### src/rtl/muldiv_unit.sv
// Iterative RV32M/RV64M multiply/divide unit.
// Multiply is a shift-add over operand magnitudes. Divide is restoring division.
// Both process one bit per clock.
// Divide-by-zero and signed overflow finish in one cycle without entering CALC.
module muldiv_unit #(
  parameter int unsigned XLEN = 32
) (
  input  logic            i_clk,
  input  logic            i_rst,
  input  logic            i_start,
  input  logic [2:0]      i_funct3,
  input  logic [XLEN-1:0] i_rs1,
  input  logic [XLEN-1:0] i_rs2,
  output logic            o_busy,
  output logic            o_done,
  output logic [XLEN-1:0] o_result
);

  localparam int unsigned CW = $clog2(XLEN + 1);
  localparam logic [XLEN-1:0] MinNeg = {1'b1, {(XLEN - 1){1'b0}}};

  typedef enum logic [1:0] {StIdle, StCalc, StDone} state_t;

  state_t              r_state, w_state_d;
  logic [CW-1:0]       r_cnt, w_cnt_d;
  logic [2:0]          r_f3, w_f3_d;
  logic                r_neg_q, w_neg_q_d;   // negate product / quotient
  logic                r_neg_r, w_neg_r_d;   // negate remainder (dividend sign)
  logic [2*XLEN-1:0]   r_acc, w_acc_d;       // mul: {hi, multiplier}; div: {rem, quot}
  logic [XLEN-1:0]     r_b, w_b_d;           // multiplicand or divisor magnitude
  logic [XLEN-1:0]     r_result, w_result_d;

  // Operand decode at acceptance
  logic            w_div, w_a_signed, w_b_signed, w_a_neg, w_b_neg;
  logic [XLEN-1:0] w_a_mag, w_b_mag;
  logic            w_div_zero, w_ovf;
  logic [XLEN-1:0] w_fast_result;

  // Decode signedness, magnitudes and fast-path cases from the live inputs
  always_comb begin
    w_div      = i_funct3[2];
    w_a_signed = w_div ? ~i_funct3[0] : (i_funct3[1:0] == 2'b01 || i_funct3[1:0] == 2'b10);
    w_b_signed = w_div ? ~i_funct3[0] : (i_funct3[1:0] == 2'b01);
    w_a_neg    = w_a_signed & i_rs1[XLEN-1];
    w_b_neg    = w_b_signed & i_rs2[XLEN-1];
    // Unsigned XLEN-bit magnitude keeps |-2^(XLEN-1)| exact
    w_a_mag    = w_a_neg ? -i_rs1 : i_rs1;
    w_b_mag    = w_b_neg ? -i_rs2 : i_rs2;
    w_div_zero = w_div && (i_rs2 == '0);
    w_ovf      = w_div && !i_funct3[0] && (i_rs1 == MinNeg) && (i_rs2 == '1);
    w_fast_result = '0;
    if (w_div_zero) begin
      w_fast_result = i_funct3[1] ? i_rs1 : '1;
    end else if (w_ovf) begin
      w_fast_result = i_funct3[1] ? '0 : MinNeg;
    end
  end

  // One iteration of the datapath and the result formed from its output
  logic [XLEN:0]     w_mul_sum, w_trial;
  logic [2*XLEN-1:0] w_mul_next, w_div_next, w_step, w_prod_s;
  logic [XLEN-1:0]   w_quot_s, w_rem_s, w_final;

  // Shift-add and restoring-divide step, then sign fix-up and funct3 select
  always_comb begin
    w_mul_sum  = {1'b0, r_acc[2*XLEN-1:XLEN]} + (r_acc[0] ? {1'b0, r_b} : '0);
    w_mul_next = {w_mul_sum, r_acc[XLEN-1:1]};
    // Partial remainder shifted left with the next dividend bit, minus divisor
    w_trial    = r_acc[2*XLEN-1:XLEN-1] - {1'b0, r_b};
    w_div_next = w_trial[XLEN] ? {r_acc[2*XLEN-2:0], 1'b0}
                               : {w_trial[XLEN-1:0], r_acc[XLEN-2:0], 1'b1};
    w_step     = r_f3[2] ? w_div_next : w_mul_next;
    w_prod_s   = r_neg_q ? -w_step : w_step;
    w_quot_s   = r_neg_q ? -w_step[XLEN-1:0] : w_step[XLEN-1:0];
    w_rem_s    = r_neg_r ? -w_step[2*XLEN-1:XLEN] : w_step[2*XLEN-1:XLEN];
    unique case (r_f3)
      3'b000:                 w_final = w_prod_s[XLEN-1:0];
      3'b001, 3'b010, 3'b011: w_final = w_prod_s[2*XLEN-1:XLEN];
      3'b100, 3'b101:         w_final = w_quot_s;
      default:                w_final = w_rem_s;
    endcase
  end

  // Next-state logic for the IDLE/CALC/DONE sequencer and datapath registers
  always_comb begin
    w_state_d  = r_state;
    w_cnt_d    = r_cnt;
    w_f3_d     = r_f3;
    w_neg_q_d  = r_neg_q;
    w_neg_r_d  = r_neg_r;
    w_acc_d    = r_acc;
    w_b_d      = r_b;
    w_result_d = r_result;
    unique case (r_state)
      StIdle: begin
        if (i_start) begin
          w_f3_d    = i_funct3;
          w_neg_q_d = w_a_neg ^ w_b_neg;
          w_neg_r_d = w_a_neg;
          w_acc_d   = {{XLEN{1'b0}}, w_a_mag};
          w_b_d     = w_b_mag;
          if (w_div_zero || w_ovf) begin
            w_result_d = w_fast_result;
            w_state_d  = StDone;
          end else begin
            w_cnt_d   = CW'(XLEN);
            w_state_d = StCalc;
          end
        end
      end
      StCalc: begin
        w_acc_d = w_step;
        w_cnt_d = r_cnt - 1'b1;
        if (r_cnt == CW'(1)) begin
          w_result_d = w_final;
          w_state_d  = StDone;
        end
      end
      default: w_state_d = StIdle;
    endcase
  end

  // State and datapath registers with synchronous reset
  always_ff @(posedge i_clk) begin
    if (i_rst) begin
      r_state  <= StIdle;
      r_cnt    <= '0;
      r_f3     <= '0;
      r_neg_q  <= 1'b0;
      r_neg_r  <= 1'b0;
      r_acc    <= '0;
      r_b      <= '0;
      r_result <= '0;
    end else begin
      r_state  <= w_state_d;
      r_cnt    <= w_cnt_d;
      r_f3     <= w_f3_d;
      r_neg_q  <= w_neg_q_d;
      r_neg_r  <= w_neg_r_d;
      r_acc    <= w_acc_d;
      r_b      <= w_b_d;
      r_result <= w_result_d;
    end
  end

  assign o_busy   = (r_state != StIdle);
  assign o_done   = (r_state == StDone);
  assign o_result = r_result;

endmodule
### config.mk
export PLATFORM = sky130hd
export DESIGN_NAME = muldiv_unit
export DESIGN_NICKNAME = d
export VERILOG_FILES = /design/src/rtl/muldiv_unit.sv
export SDC_FILE = /design/constraint.sdc
export NUM_CORES = 1
export LEC_CHECK = 0
export CAP_MARGIN = 20
export CORE_ASPECT_RATIO = 0.7
export CORE_MARGIN = 8
export CORE_UTILIZATION = 25
export DETAILED_ROUTE_END_ITERATION = 6
export SLEW_MARGIN = 25
export SYNTH_ARGS = -nofsm -noshare
export SYNTH_HDL_FRONTEND = slang
export SYNTH_SLANG_ARGS = --single-unit
### constraint.sdc
create_clock -name i_clk -period 5.1 [get_ports i_clk]
set_input_delay 1.02 -clock i_clk [delete_from_list [all_inputs] [get_ports i_clk]]
set_output_delay 1.02 -clock i_clk [all_outputs]
set_load 0.03 [all_outputs]
==> results.cfg <==
[floorplan]
io_pins = 104
start_util_pct = 25.4
fp-row-count = 75
dieArea_um2 = 69300
die_h_um = 223
fp.dieW_um = 311
core_um2 = 60200

[placed_design]
io_buffers = 103
place.gp.congestion = 0.995
dp_slack_ns = -0.0301
postPlaceCellArea_um2 = 18200
hpwl_um = 51000

[pwr]
switchingPower_mw = 1.97
swShare_pct = 41.4
finalPower_mw = 4.77
p_per_area_nw_per_um2 = 251
p_clk_share_pct = 28.5
power_leakage_nw = 7.25
seqPwrFrac_pct = 26.9
ir_drop_mv = 0.190
power_frac_comb_pct = 44.7
internal_power_mw = 2.80

[cts]
cts_buffer_depth = 2
clk_latency_ns = 0.46
cts.clk_slew.worst_paths_ns = 0.07
tritoncts = done
cts_htree_levels = 4
numCtsBuffers = 17
cts.sinks = 141
cts_root_buf = clkbuf_16

[critical_path]
crit_arrival_ns = 5.38
path_max_fanout = 4
criticalPathCategory = flop to flop
setup.worst_path.start_class = flop
cp_data_required_time_ns = 5.44
cp-end-kind = flop
r2r_cells = 21

[grt]
antenna_found_initial = 1
grt_pass1_vias = 15700
grt_max_degree = 113
grt_pass1_wl_um = 99300
grtUsageTotal_pct = 18.0
grt_overflow = 0

[synthesis]
synthMuxAreaShare_pct = 3.71
ys_warn_count = 0
ys_seq_area_share_pct = 18.5
yosysMostFrequentCell = nor2_1
syn_area_um2 = 15300
synthTopCellsByCount = nor2_1, nand2_1, dfxtp_1
avgSynthCellArea_um2 = 7.24
synthCells = 2106
synth_top_area_cell = dfxtp_1
yosys.area.top_type_share_pct = 18.5
synthDistinctLibCells = 101
synth-simple-area-share_pct = 25.1
synth_top_family_by_area = compound AO/OA/AOI/OAI gates
synthAdderAreaFrac_pct = 6.17
ys_ff_latch = 141
synth_area_leaders = dfxtp_1, nor2_1, ha_1, xnor2_1, nand2_1
synth_xor_area_share_pct = 10.1
synth_compound_area_share_pct = 31.1
synth_nets = 2250
synth-edff-count = 0
synth-async-reset-ratio_pct = 0
synth_flop_cell = dfxtp_1

[timing]
whs_ns = 0.491
finalSetupViolations = 0
timing.setup.tns_ns = 0
min_period_ns = 5.03
worst_slew_pin_slew_ns = 1.05
max_freq_ghz = 0.199
fin_crit_sh_pct = 98.7
skew_ns = 0.0104
drv_slew = 0
rsz0062_at_grt = yes
setup_ws_ns = 0.0670
final-hold-violation-count = 0
slew_headroom_pct = 29.6

[min_path]
hold_depth = 2
hold_path_class = flop to flop

[status]
violations = DRC
status = finished with violations

[final_layout]
antennaDiodeCount = 0
nets = 2426
area_growth_pct = 24.6
drive_gt1_share_pct = 14.8
fin_area_um2 = 19000
fillers = 6449

[drt]
drtIter0Drc = 2067
routedWlPerCell_um = 21.0
vias = 17200
routed_wl_um = 65200
firstDrtPassIters = 7
antenna_left = 0
avgViaCountPerCell = 5.55
drc = 22

[run]
cap_violations = 0
[cell type report]
| type | count | area, µm² | share of cell area (%) |
|---|---|---|---|
| tap | 808 | 1010 | 5.32 |
| clock buffer | 22 | 505 | 2.66 |
| timing repair buffer | 299 | 2540 | 13.4 |
| clock inverter | 9 | 106 | 0.560 |
| multi-input combinational | 1759 | 11800 | 61.9 |
| inverter | 64 | 240 | 1.26 |
| sequential | 141 | 2830 | 14.9 |
[cells in the final DEF, fill, tap and decap left out, types with 24 or more instances in the layout]
cell type,n
a211oi_1,38
a21o_1,27
a21oi_1,138
a221oi_1,24
a311oi_1,24
and2_1,47
buf_4,192
clkdlybuf4s50_1,102
dfxtp_1,137
ha_1,69
inv_1,59
mux2i_1,34
nand2_1,198
nand3_1,43
nand4_1,29
nor2_1,252
nor3_1,52
o211ai_1,24
o21ai_0,131
o31ai_1,31
or3_1,32
xnor2_1,94
xor2_1,81
[metrics by stage]
step | utilization [%] | instances
2_1_floorplan | - | 2106
3_3_place_gp | 30.2 | 3063
3_5_place_dp | 30.3 | 3063
4_1_cts | 31.3 | 3095
5_1_grt | 31.6 | 3102
6_report | 31.6 | 3102
[state kept, by name, indices dropped and copies added, names as in the netlist]
signal    flops
r_state       2
r_f3          3
o_result     32
r_cnt         6
r_neg_q       1
r_b          32
r_acc        64
r_neg_r       1
[worst paths after layout]
check | startpoint | end | slack (ns)
setup / recovery | r_acc[31] | o_result[18] | 0.07
hold reg to reg | r_b[0] | r_b[0] | 0.49
hold / removal | r_b[0] | r_b[0] | 0.49
setup reg to reg | r_acc[31] | o_result[18] | 0.07
[layer usage]
layer	wire length [µm]	up-vias	GRT usage, %
li1	-	8159	-
met5	10	-	0
met2	26400	863	25.5
met4	805	2	3.05
met1	30300	8126	26.7
met3	7650	63	5.15
[power groups by stage]
| stage | sequential [mW] | combinational [mW] | clock, mW |
|---|---|---|---|
| 2_1_floorplan | 1.30 | 1.24 | 0 |
| 6_report | 1.28 | 2.13 | 1.36 |
| 3_3_place_gp | 1.30 | 2.02 | 0 |
| 5_1_grt | 1.29 | 2.28 | 1.41 |
| 3_5_place_dp | 1.30 | 2.02 | 0 |
| 4_1_cts | 1.28 | 2.04 | 1.37 |
[worst max-delay path, cell delays in order, from the launching register on]
cell and delay, ns:
dfxtp_2 0.32, inv_2 0.07, ha_4 0.13, inv_2 0.04, fa_2 0.37, a211oi_2 0.29, o211ai_2 0.19, a211oi_4 0.34
o211a_4 0.22, nor4_4 0.06, a21oi_2 0.18, ha_2 0.22, o21ai_2 0.06, or3_4 0.37, or3_4 0.41, nor3_4 0.20
nand4_1 0.21, or2_4 0.35, o31ai_4 0.26, xnor2_1 0.15, a221oi_1 0.10, a2111oi_0 0.38
[cell families (layout without fill, tap and decap cells)]
group / Yosys count / after routing
fa+ha+maj: 74 / 74
mux: 54 / 54
xor+xnor: 175 / 175
buf+inv: 206 / 394
flops: 141 / 141
compound gates: 672 / 672
simple gates: 784 / 784
[repair_timing]
item | in CTS | in global routing
buffers inserted | 1 | 6
setup endpoints to repair | 4 | 22
gates resized for setup | 1 | 34
pin swaps | 1 | 19
hold buffers | 0 | 0
Power figures use the tool's default switching activity.
